==> src/rtl/plcp_header_decode.sv <==
// 802.11b PLCP header decoder: collects the 48-bit header after SFD,
// checks CRC-16 and field legality, publishes rate/service/length.
module plcp_header_decode (
    input  logic        clk,
    input  logic        reset,
    input  logic        data_bit,
    input  logic        data_bit_valid,
    input  logic        sfd_detected,
    output logic [7:0]  pkt_rate,
    output logic [7:0]  pkt_service,
    output logic [15:0] pkt_len,
    output logic        pkt_header_valid,
    output logic        pkt_header_valid_strobe,
    output logic        pkt_header_error_strobe
);

    typedef enum logic [2:0] {IDLE, HDR, CHECK, PAYLOAD, HOLD} state_t;

    state_t      state_q, state_d;
    logic [47:0] hdr_q, hdr_d;
    logic [15:0] crc_q, crc_d;
    logic [15:0] cnt_q, cnt_d;
    logic [7:0]  rate_q, rate_d;
    logic [7:0]  svc_q, svc_d;
    logic [15:0] len_q, len_d;
    logic        vld_q, vld_d;
    logic        vstb_q, vstb_d;
    logic        estb_q, estb_d;

    logic [7:0]  sig;
    logic [15:0] hlen;
    logic [15:0] crc_rx;
    logic [15:0] crc_step;
    logic [15:0] cnt_inc;
    logic        fb;
    logic        rate_ok;
    logic        accept;

    assign sig     = hdr_q[7:0];
    assign hlen    = hdr_q[31:16];
    assign cnt_inc = cnt_q + 16'd1;
    assign fb      = crc_q[15] ^ data_bit;
    assign crc_step = {crc_q[14:0], 1'b0} ^ ({16{fb}} & 16'h1021);

    // The CRC field arrives MSB-first, so bit 32 of the shift register is x^15.
    always_comb begin
        crc_rx = '0;
        for (int k = 0; k < 16; k++) begin
            crc_rx[15-k] = hdr_q[32+k];
        end
    end

    assign rate_ok = (sig == 8'h0A) || (sig == 8'h14) ||
                     (sig == 8'h37) || (sig == 8'h6E);
    assign accept  = (crc_rx == ~crc_q) && rate_ok && (hlen >= 16'd32) &&
                     ((sig != 8'h0A) || (hlen[2:0] == 3'd0));

    always_comb begin
        state_d = state_q;
        hdr_d   = hdr_q;
        crc_d   = crc_q;
        cnt_d   = cnt_q;
        rate_d  = rate_q;
        svc_d   = svc_q;
        len_d   = len_q;
        vld_d   = vld_q;
        vstb_d  = 1'b0;
        estb_d  = 1'b0;
        if (sfd_detected) begin
            rate_d  = '0;
            svc_d   = '0;
            len_d   = '0;
            vld_d   = 1'b0;
            cnt_d   = '0;
            crc_d   = 16'hFFFF;
            state_d = HDR;
        end else begin
            unique case (state_q)
                IDLE: ;
                HDR: begin
                    if (data_bit_valid) begin
                        hdr_d = {data_bit, hdr_q[47:1]};
                        if (cnt_q < 16'd32) crc_d = crc_step;
                        cnt_d = cnt_inc;
                        if (cnt_q == 16'd47) state_d = CHECK;
                    end
                end
                CHECK: begin
                    if (accept) begin
                        rate_d  = sig;
                        svc_d   = hdr_q[15:8];
                        len_d   = hlen;
                        vld_d   = 1'b1;
                        vstb_d  = 1'b1;
                        cnt_d   = '0;
                        state_d = (sig == 8'h0A) ? PAYLOAD : HOLD;
                    end else begin
                        estb_d  = 1'b1;
                        state_d = IDLE;
                    end
                end
                PAYLOAD: begin
                    if (data_bit_valid) begin
                        cnt_d = cnt_inc;
                        if (cnt_inc == len_q) begin
                            rate_d  = '0;
                            svc_d   = '0;
                            len_d   = '0;
                            vld_d   = 1'b0;
                            state_d = IDLE;
                        end
                    end
                end
                HOLD: ;
                default: state_d = IDLE;
            endcase
        end
    end

    always_ff @(posedge clk or negedge reset) begin
        if (!reset) begin
            state_q <= IDLE;
            hdr_q   <= '0;
            crc_q   <= 16'hFFFF;
            cnt_q   <= '0;
            rate_q  <= '0;
            svc_q   <= '0;
            len_q   <= '0;
            vld_q   <= 1'b0;
            vstb_q  <= 1'b0;
            estb_q  <= 1'b0;
        end else begin
            state_q <= state_d;
            hdr_q   <= hdr_d;
            crc_q   <= crc_d;
            cnt_q   <= cnt_d;
            rate_q  <= rate_d;
            svc_q   <= svc_d;
            len_q   <= len_d;
            vld_q   <= vld_d;
            vstb_q  <= vstb_d;
            estb_q  <= estb_d;
        end
    end

    assign pkt_rate                = rate_q;
    assign pkt_service             = svc_q;
    assign pkt_len                 = len_q;
    assign pkt_header_valid        = vld_q;
    assign pkt_header_valid_strobe = vstb_q;
    assign pkt_header_error_strobe = estb_q;

endmodule

==> config.mk <==
export PLATFORM = sky130hd
export DESIGN_NAME = plcp_header_decode
export DESIGN_NICKNAME = d
export VERILOG_FILES = /design/src/rtl/plcp_header_decode.sv
export SDC_FILE = /design/constraint.sdc
export NUM_CORES = 1
export LEC_CHECK = 0
export BUFFER_PORTS_ARGS = -buffer_cell sky130_fd_sc_hd__buf_2
export CAP_MARGIN = 0
export CORE_MARGIN = 2
export CORE_UTILIZATION = 48
export CTS_CLUSTER_SIZE = 14
export DETAILED_ROUTE_END_ITERATION = 16
export GPL_TIMING_DRIVEN = 0
export PLACE_DENSITY = 0.68
export SLEW_MARGIN = 20
export SYNTH_ARGS = -nofsm -noshare
export SYNTH_HDL_FRONTEND = slang
export SYNTH_SLANG_ARGS = --single-unit
==> constraint.sdc <==
create_clock -name clk -period 2.6 [get_ports clk]
set_input_delay 0.13 -clock clk [delete_from_list [all_inputs] [get_ports clk]]
set_output_delay 0.13 -clock clk [all_outputs]
set_load 0.01 [all_outputs]
### Yosys cells after proc, flatten, opt, wreduce, memory -nomap -nowiden

Cells that the tools add are included.

* add/sub/neg operators: 1
* $mul: 0
* div/mod/pow operators: 0
* $lt $le $gt $ge: 2
* eq/ne operators: 19
* shifts and indexed selects: 0
* multiplexer cells: 40
* bitwise logic cells: 4
* reductions and logical operators: 21

Operators by type and width (number)
* two-way mux 16 bit: 11
* one-hot mux 16 bit (2 select lines): 2
* two-way mux 8 bit: 6
* == test 16 bit: 2
* one-hot mux 8 bit (2 select lines): 2
* two-way mux 3 bit: 7
* adder 16 x 1 -> 16 bit (second input constant): 1
* == test 16 x 6 -> 1 bit (second input constant): 1
* greater-or-equal comparator 16 x 6 -> 1 bit (second input constant): 1
* < comparator 16 x 6 -> 1 bit (second input constant): 1
* NOT 16 bit: 1
* XOR 16 x 13 -> 16 bit: 1
* != test 3 bit (second input constant): 5
* one-hot mux 3 bit (4 select lines): 1
* two-way mux 1 bit: 10
* AND reduction 3 bit: 3
* == test 8 x 4 -> 1 bit (second input constant): 1
* == test 8 x 5 -> 1 bit (second input constant): 1
* == test 8 x 6 -> 1 bit (second input constant): 1
* == test 8 x 7 -> 1 bit (second input constant): 1
* != test 8 x 4 -> 1 bit (second input constant): 1
* == test 3 x 2 -> 1 bit (second input constant): 2
* zero test 3 bit: 2
* nonzero test 2 bit: 3
* 13 further kinds: 20

* register bits after elaboration: 118
* bits in latches: 0
* RAM bits: 0
* ROM bits: 0
* bits of input ports: 5
* output and inout bits: 35
* logic and storage cells: 97
* memories kept: 0

### Logic depth before layout (Yosys ltp)

Gate-level depths: netlist of the first run.

* depth after elaboration: 10
* gate-level depth with buffers: 9
* gate-level depth less buffers: 8

### Least setup slack after synthesis of the first run

OpenSTA, ideal clock, no wires.

* path type: register to register
* start point: register hdr_q[5]
* end point: register len_q[10] (netlist: pkt_len[10])
* library setup time: 0.121 ns
* data arrival time: 2.519 ns
* required time: 2.479 ns
* path slack: -0.040 ns
* cell stages (with the launch flop): 9
* buffers on the path: 1
* period minus slack after synthesis: 2.640 ns
* cells stage by stage: dfrtp_1 > or4_1 > a2111oi_0 > o211a_1 > and4b_1 > nand2_1 > a32o_2 > buf_6 > a22o_1

* cells in the longest elaborated chain, start to end: 9
* elaborated cells on any way between the ends: 14
* those cells by class: eq/ne: 6; reduce/logical: 8

RTL lines
* start, declared: RTL line 20 `logic [47:0] hdr_q, hdr_d;`
* start signal, assigned: RTL line 134 `hdr_q <= hdr_d;`
* == test 8 x 4 -> 1 bit or == test 8 x 5 -> 1 bit (tied branches): RTL line 53 `assign rate_ok = (sig == 8'h0A) || (sig == 8'h14) ||`
* logical OR 1 bit (2 in series): RTL line 53
* logical OR 1 bit: RTL line 54 `(sig == 8'h37) || (sig == 8'h6E);`
* logical AND 1 bit (2 in series): RTL line 55 `assign accept = (crc_rx == ~crc_q) && rate_ok && (hlen >= 16'd32) &&`
* logical AND 1 bit *: RTL line 55
* != test 3 bit (no line) *
* AND reduction 4 bit (no line) *
* end signal, assigned: RTL line 139 `len_q <= len_d;`
* end, declared: RTL line 25 `logic [15:0] len_q, len_d;`

Mark *: on every way between the ends. The rest lies on a longest branch, timed or not.
A chain may end at the register's enable or synchronous reset.

### Worst setup path after layout of the first run

* start point: register hdr_q[5]
* end point: register rate_q[6] (netlist: pkt_rate[6])

* cells in the longest elaborated chain, start to end: 9
* elaborated cells on any way between the ends: 14
* those cells by class: eq/ne: 6; reduce/logical: 8

RTL lines
* == test 8 x 4 -> 1 bit or == test 8 x 5 -> 1 bit (tied branches): RTL line 53
* logical OR 1 bit (2 in series): RTL line 53
* logical OR 1 bit: RTL line 54
* logical AND 1 bit (2 in series): RTL line 55
* logical AND 1 bit *: RTL line 55
* != test 3 bit (no line) *
* AND reduction 4 bit (no line) *
* end signal, assigned: RTL line 137 `rate_q <= rate_d;`
* end, declared: RTL line 23 `logic [7:0] rate_q, rate_d;`

Marked as above.

==> impl_metrics.csv, run 1 <==
group,metric,value,unit
status,outcome,"complete, but fails checks",
status,failed_checks,"negative setup slack",
drt,finalWirelength,12900,µm
drt,wl_met3,696,µm
placement,port_buffers,39,
drt,dr.pass1.iters,4,
finish,layout.core_utilization,60.4,%
floorplanning,die_height,112,µm
power_and_ir_drop,power.internal,3.96,mW
synth,post_synth_instance_area,5590,µm²
power_and_ir_drop,total_switching_power,1.46,mW
drt,drt_drc_violations_left,0,
sta,fin_worst_skew,5.60,ps
global_routing,grt_antenna_before_repair,0,
drt,dr.first_iter.drc_count,233,
clocking,clock_tree_buffer_depth,2,
power_and_ir_drop,sw_frac_of_total,27.0,%
global_routing,grt_remaining_overflow,0,
placement,preCtsSetupSlack,-411,ps
drt,detail_route.vias_per_cell,5.88,
power_and_ir_drop,power_density,789,nW/µm²
synth,synthArstFlopShare,100,%
finish,layout-drive-gt1-share,34.6,%
placement,place.detailed.hpwl,8720,µm
synth,yosys_register_bits,118,
min_path,path_category_of_the_worst_min_delay_check,"input port to register",
clocking,clk_transition_reported_paths,50,ps
floorplanning,placement_rows,39,
finish,antenna_cells,0,
clocking,clock_insertion_delay_worst_skew,410,ps
sta,setup_repair_after_global_routing_missed_its_margin,"true",
critical_path,ff2ff_path_depth,8,
synth,syn_area_per_cell,11.6,µm²
sta,final_worst_path_setup_slack,-130,ps
power_and_ir_drop,design_power_total,5.42,mW
floorplanning,fp.dieW,112,µm
power_and_ir_drop,power_share_of_the_sequential_group,38.0,%
placement,routability_congestion,0.886,
synth,prevailing_post_synth_register_cell,"sky130_fd_sc_hd__dfrtp_1",
finish,area_delta_synth_final,22.8,%
drt,top_layer,"met4",
min_path,hold_path_endpoint,"pkt_header_error_strobe",
global_routing,grt_max_degree,70,
finish,finalInstanceArea,6860,µm²
min_path,hold_start,"sfd_detected",
sta,finalMaxSlewViolations,0,
sta,fmaxAchievable,0.366,GHz
global_routing,grt_pass1_vias,4256,
floorplanning,placeableCoreArea,11400,µm²
clocking,clk_root_buffer_cell,"sky130_fd_sc_hd__clkbuf_16",
power_and_ir_drop,power_share_of_the_clock_group,43.5,%
power_and_ir_drop,leakagePower,3.18,nW
drt,met1_length,5770,µm
critical_path,worst_ep_required_time,2890,ps
sta,minimum_period_implied_by_the_final_worst_setup_slack,2730,ps
floorplanning,overall_die_area,12500,µm²
critical_path,crit_path_max_fanout,10,
critical_path,timing.critical_path.from_type,"register",
sta,worstMarginPinSlew,1080,ps
drt,ant_nets,0,
critical_path,setup_crit_end_kind,"register",
synth,yosys_warnings,0,
sta,max-slew-margin-rel,27.1,%
finish,nets,557,
floorplanning,initial_core_util,49.2,%
clocking,numCtsBuffers,17,
critical_path,critical_path_class,"register to register",
drt,vias,4155,
synth,seq_area_frac_synth,53.2,%
clocking,tritoncts_num_sinks,118,
power_and_ir_drop,ir_worst_vdd,0.000410,V
clocking,clock_tree_from_tritoncts,"done",
job,cap_violations,0,
clocking,maximum_level_of_the_cts_h_tree,4,
critical_path,rr_endpoint,"pkt_rate[6]",
global_routing,first_pass_grt_wire_length,21600,µm
synth,post_synth_inst_count,481,
critical_path,r2r_slack,-130,ps
global_routing,tot_gr_track_use,21.9,%
min_path,min_path_cells,4,
synth,synth_enable_flop_cells,0,
placement,postPlaceCellArea,6010,µm²
drt,met2_length,6240,µm
critical_path,worstPathArrival,3020,ps
sta,final-hold-violation-count,0,
drt,wire_per_inst,18.3,µm
sta,final_count_of_negative_setup_slack_endpoints,32,
power_and_ir_drop,comb_power_share,18.4,%
synth,synth.lib_cells_used.distinct,56,
synth,synthesis.nets,487,
floorplanning,pin_count,40,
sta,final.period_utilization,105,%
critical_path,r2r-start,"hdr_q[5]",
[area by class of cell]
type,count,area (µm²)
multi-input cells,330,2590
repair buffers,57,362
well taps,143,179
inverters,5,18.8
clock inverters,9,125
flip-flops and latches,118,2990
plain buffers,22,121
fillers,920,4510
clock buffers,23,478
[worst max path at each step]
stage / from / to / cells after the start
after detailed placement: cnt_q[0] / pkt_rate[5] / 9
after global routing: hdr_q[5] / pkt_rate[6] / 8
after floorplan: cnt_q[4] / pkt_len[10] / 9
after CTS: hdr_q[5] / pkt_rate[5] / 8
final: hdr_q[5] / pkt_rate[6] / 8
after global placement: cnt_q[0] / pkt_service[4] / 9
[layout by cell type, fill, tap and decap left out, drive strengths merged, types with 3 or more instances in the layout]
master and n:
nand2 32, xnor2 30, xor2 15, inv 5, mux2 48, or3 3
nor2b 3, o21a 3, a22o 31, dfrtp 102, clkinv 4, bufinv 3
a21oi 16, and3 3, nand3 18, nor3 15, a21o 4, dfstp 16
clkbuf 31, or4 3, buf 69, nand4 7, a311oi 4, nand2b 4
nor4 14, o21ai 15, nor2 16, a31oi 5, a211oi 3, mux2i 13
[power by group through the flow]
| stage | logic [mW] | clock network, mW | registers (mW) |
|---|---|---|---|
| finish | 0.997 | 2.36 | 2.06 |
| global route | 1.09 | 2.50 | 2.07 |
| CTS | 0.960 | 2.41 | 2.05 |
| detailed placement | 0.933 | 0 | 2.09 |
| global placement | 0.907 | 0 | 2.08 |
| floorplan | 0.697 | 0 | 2.06 |
[repair_timing]
item / 4_1_cts / 5_1_grt
setup buffers: 12 / 3
hold buffers: 2 / 0
pin swaps: 8 / 5
resized for setup: 25 / 17
endpoints found under the hold margin: 50 / 0
endpoints found under the setup margin: 73 / 70
[cell families after synthesis]
logic type / Yosys count / share of synthesized area (%)
flops: 118 / 53.2
compound gates: 92 / 12.1
xor+xnor: 45 / 7.05
buf+inv: 33 / 2.71
simple gates: 131 / 12.8
fa+ha+maj: 1 / 0.224
mux: 61 / 12.0
[sequential cells by signal (all words and copies together), names as in the netlist, 3 cells and up]
register     flops
pkt_service      8
hdr_q           48
state_q          3
crc_q           16
pkt_len         16
pkt_rate         8
cnt_q           16
[cells in the mapped netlist (all sizes together) (2+ instances only)]
master | n | area (µm²)
a211oi | 3 | 22.5
a21o | 4 | 30.0
a21oi | 16 | 80.1
a22o | 31 | 272
a311oi | 4 | 41.3
a31oi | 5 | 31.3
a32o | 2 | 21.3
and3 | 3 | 18.8
and4b | 2 | 20.0
buf | 14 | 80.1
clkbuf | 14 | 52.6
dfrtp | 102 | 2550
dfstp | 16 | 420
inv | 5 | 18.8
mux2 | 48 | 541
mux2i | 13 | 130
nand2 | 32 | 120
nand2b | 4 | 25.0
nand3 | 18 | 95.1
nand4 | 7 | 50.1
nor2 | 16 | 60.1
nor2b | 3 | 18.8
nor3 | 15 | 80.1
nor3b | 2 | 15.0
nor4 | 14 | 87.6
o211ai | 2 | 15.0
o21a | 3 | 22.5
o21ai | 15 | 75.1
or2 | 2 | 12.5
or3 | 3 | 23.8
or4 | 3 | 22.5
xnor2 | 30 | 263
xor2 | 15 | 131
[critical path, cell delays in order, from the launching register on]
cell	delay (ps)
sky130_fd_sc_hd__dfrtp_2	400
sky130_fd_sc_hd__or4_4	550
sky130_fd_sc_hd__a2111oi_4	360
sky130_fd_sc_hd__o211a_1	230
sky130_fd_sc_hd__and4b_2	290
sky130_fd_sc_hd__nand2_2	70
sky130_fd_sc_hd__a32o_2	360
sky130_fd_sc_hd__buf_6	160
sky130_fd_sc_hd__a22o_1	180
[metrics by stage]
step | hold WS, ps | cells | setup TNS, ps
after floorplan | -166 | 481 | 0
after global placement | 393 | 663 | -18180
after detailed placement | 102 | 664 | -20060
after CTS | 163 | 704 | -3070
after global routing | 208 | 707 | -5990
final | 189 | 707 | -3730
[metal layers]
layer  vias up  GRT usage [%]
met1      2092           29.3
met2       126           33.3
met5         -              0
met4         0           9.67
met3        20           6.37
li1       1917              -
(Power assumes the default switching activity.)
==> run 2, diff against run 1 <==
- REMOVE_ABC_BUFFERS: default -> 1
- SKIP_CTS_REPAIR_TIMING: default -> 1
==> run 2 against run 1 <==
Against the previous run: the flow still finishes with violations (negative setup slack); cell area rose by 1.2%; non-clock buffer count fell by 4; sequential power increased by 5%; die area stayed put; critical endpoint is now pkt_len[12]; clock-buffer cell count shrank 5; highest routed layer unchanged; hold slack worse by 23 ps; worst setup slack lost 30 ps; critical path type unchanged.
==> impl_metrics.csv, run 2 (synthesis results as in run 1) <==
group,metric,value,unit
status,outcome,"complete, but fails checks",
finish,leading_cell_types_in_the_layout_fill_and_taps_excluded,"88 x sky130_fd_sc_hd__dfrtp_1, 48 x sky130_fd_sc_hd__mux2_2, 40 x sky130_fd_sc_hd__buf_2, 31 x sky130_fd_sc_hd__nand2_1, 31 x sky130_fd_sc_hd__a22o_1",
critical_path,setup_crit_end_kind,"register",
placement,postPlaceCellArea,5960,µm²
clocking,clock_tree_from_tritoncts,"done",
sta,final.period_utilization,106,%
sta,fmaxAchievable,0.362,GHz
finish,finalInstanceArea,6950,µm²
placement,numPlacedInstances,642,
sta,finalMaxSlewViolations,0,
drt,vias,4280,
finish,area_delta_synth_final,24.2,%
finish,layout-drive-gt1-share,37.0,%
clocking,tritoncts_num_sinks,118,
clocking,clk_root_buffer_cell,"sky130_fd_sc_hd__clkbuf_16",
placement,place.detailed.hpwl,8320,µm
clocking,clock_insertion_delay_worst_skew,420,ps
sta,fin_worst_skew,7.25,ps
sta,setup_repair_after_global_routing_missed_its_margin,"true",
critical_path,slowest_cell_on_crit_path,"sky130_fd_sc_hd__or4b_4",
global_routing,grt_pass1_vias,3927,
floorplanning,placeableCoreArea,11400,µm²
finish,registers.top_by_ff_count,"hdr_q",
drt,detail_route.vias_per_cell,6.05,
critical_path,longest_individual_stage_delay_on_the_worst_path,490,ps
job,cap_violations,0,
global_routing,grt_max_degree,71,
floorplanning,fp.dieW,112,µm
global_routing,grt_remaining_overflow,0,
sta,max-slew-margin-rel,40.1,%
critical_path,path_cells,"nand4_4 -> or3_4 -> or4b_4 -> a311oi_2 -> nand4_1 -> buf_6 -> a32o_2 -> a22o_1",
global_routing,grt_antenna_before_repair,0,
power_and_ir_drop,ir_worst_vdd,0.000686,V
floorplanning,die_height,112,µm
critical_path,timing.critical_path.from_type,"register",
floorplanning,overall_die_area,12500,µm²
floorplanning,pin_count,40,
critical_path,worstPathArrival,3060,ps
clocking,numCtsBuffers,17,
power_and_ir_drop,power_density,770,nW/µm²
drt,ant_nets,0,
clocking,clk_transition_reported_paths,60,ps
floorplanning,placement_rows,39,
critical_path,worst_ep_required_time,2900,ps
finish,antenna_cells,0,
critical_path,crit_buf_inv,1,
status,failed_checks,"negative setup slack",
critical_path,crit_path_max_fanout,8,
drt,dr.first_iter.drc_count,385,
sta,final_count_of_negative_setup_slack_endpoints,34,
finish,nets,558,
sta,worstMarginPinSlew,887,ps
clocking,maximum_level_of_the_cts_h_tree,4,
critical_path,cp_top_family,"simple AND/OR/NAND/NOR gates",
sta,final-hold-violation-count,0,
placement,routability_congestion,0.929,
global_routing,first_pass_grt_wire_length,20900,µm
placement,port_buffers,39,
global_routing,tot_gr_track_use,21.3,%
sta,minimum_period_implied_by_the_final_worst_setup_slack,2760,ps
clocking,clock_tree_buffer_depth,2,
power_and_ir_drop,leakagePower,3.21,nW
sta,final_worst_path_setup_slack,-160,ps
floorplanning,initial_core_util,49.2,%
critical_path,critical_path_class,"register to register",
drt,drt_drc_violations_left,0,
drt,wire_per_inst,19.6,µm
power_and_ir_drop,design_power_total,5.35,mW
finish,layout.cells.non_filler,708,
finish,largest_register_ff_count,48,
drt,finalWirelength,13900,µm
finish,layout_commonest_cell,"sky130_fd_sc_hd__dfrtp_1",
min_path,path_category_of_the_worst_min_delay_check,"input port to register",
drt,dr.pass1.iters,8,
[run 2: changes by cell type in the layout (fill, tap and decap cells not counted), sizes merged]
cell      previous run  this run
clkinv               4         6
inv                  5         8
bufinv               3         1
a32o                 2         6
nor2                16        17
clkinvlp             2         4
clkbuf              31        18
buf                 69        73
[run 2: final cells by class]
| class | instances | area, µm² |
|---|---|---|
| well taps | 143 | 179 |
| repair buffers | 75 | 543 |
| multi-input cells | 335 | 2660 |
| clock inverters | 14 | 128 |
| clock buffers | 18 | 429 |
| fillers | 869 | 4420 |
| inverters | 5 | 18.8 |
| flip-flops and latches | 118 | 2990 |
[run 2: through the flow]
| stage | TNS [ps] | utilization, % | hold slack, ps | worst slack [ps] |
|---|---|---|---|---|
| finish | -4410 | 61.1 | 166 | -160 |
| global route | -6040 | 61.1 | 193 | -204 |
| CTS | -32730 | 57.3 | -339 | -575 |
| floorplan | -84090 | - | -166 | -1270 |
| detailed placement | -31900 | 52.4 | 107 | -548 |
| global placement | -203550 | 51.3 | 391 | -2520 |
[run 2: power breakdown]
part / total (mW) / internal (mW) / switching, mW
clock network: 2.18 / 1.32 / 0.866
registers: 2.17 / 1.97 / 0.200
logic: 1.00 / 0.445 / 0.560
[run 2: final timing paths]
| check | startpoint | to | slack, ps | depth (start not counted) |
|---|---|---|---|---|
| worst min-delay path | sfd_detected | cnt_q[9] | 170 | 2 |
| max in group asynchronous | reset | crc_q[4] | 1660 | 3 |
| worst min register to register | pkt_header_valid | pkt_header_valid | 470 | 1 |
| worst max register to register | cnt_q[3] | pkt_len[12] | -160 | 8 |
| min in group asynchronous | reset | hdr_q[30] | 220 | 2 |
| worst max-delay path | cnt_q[3] | pkt_len[12] | -160 | 8 |
[run 2: routing by layer]
layer	up-vias	routed length [µm]	global-route usage (%)
met5	-	0	0
li1	1946	-	-
met2	150	6450	32.4
met1	2145	6230	29.2
met4	0	417	8.05
met3	39	814	5.99
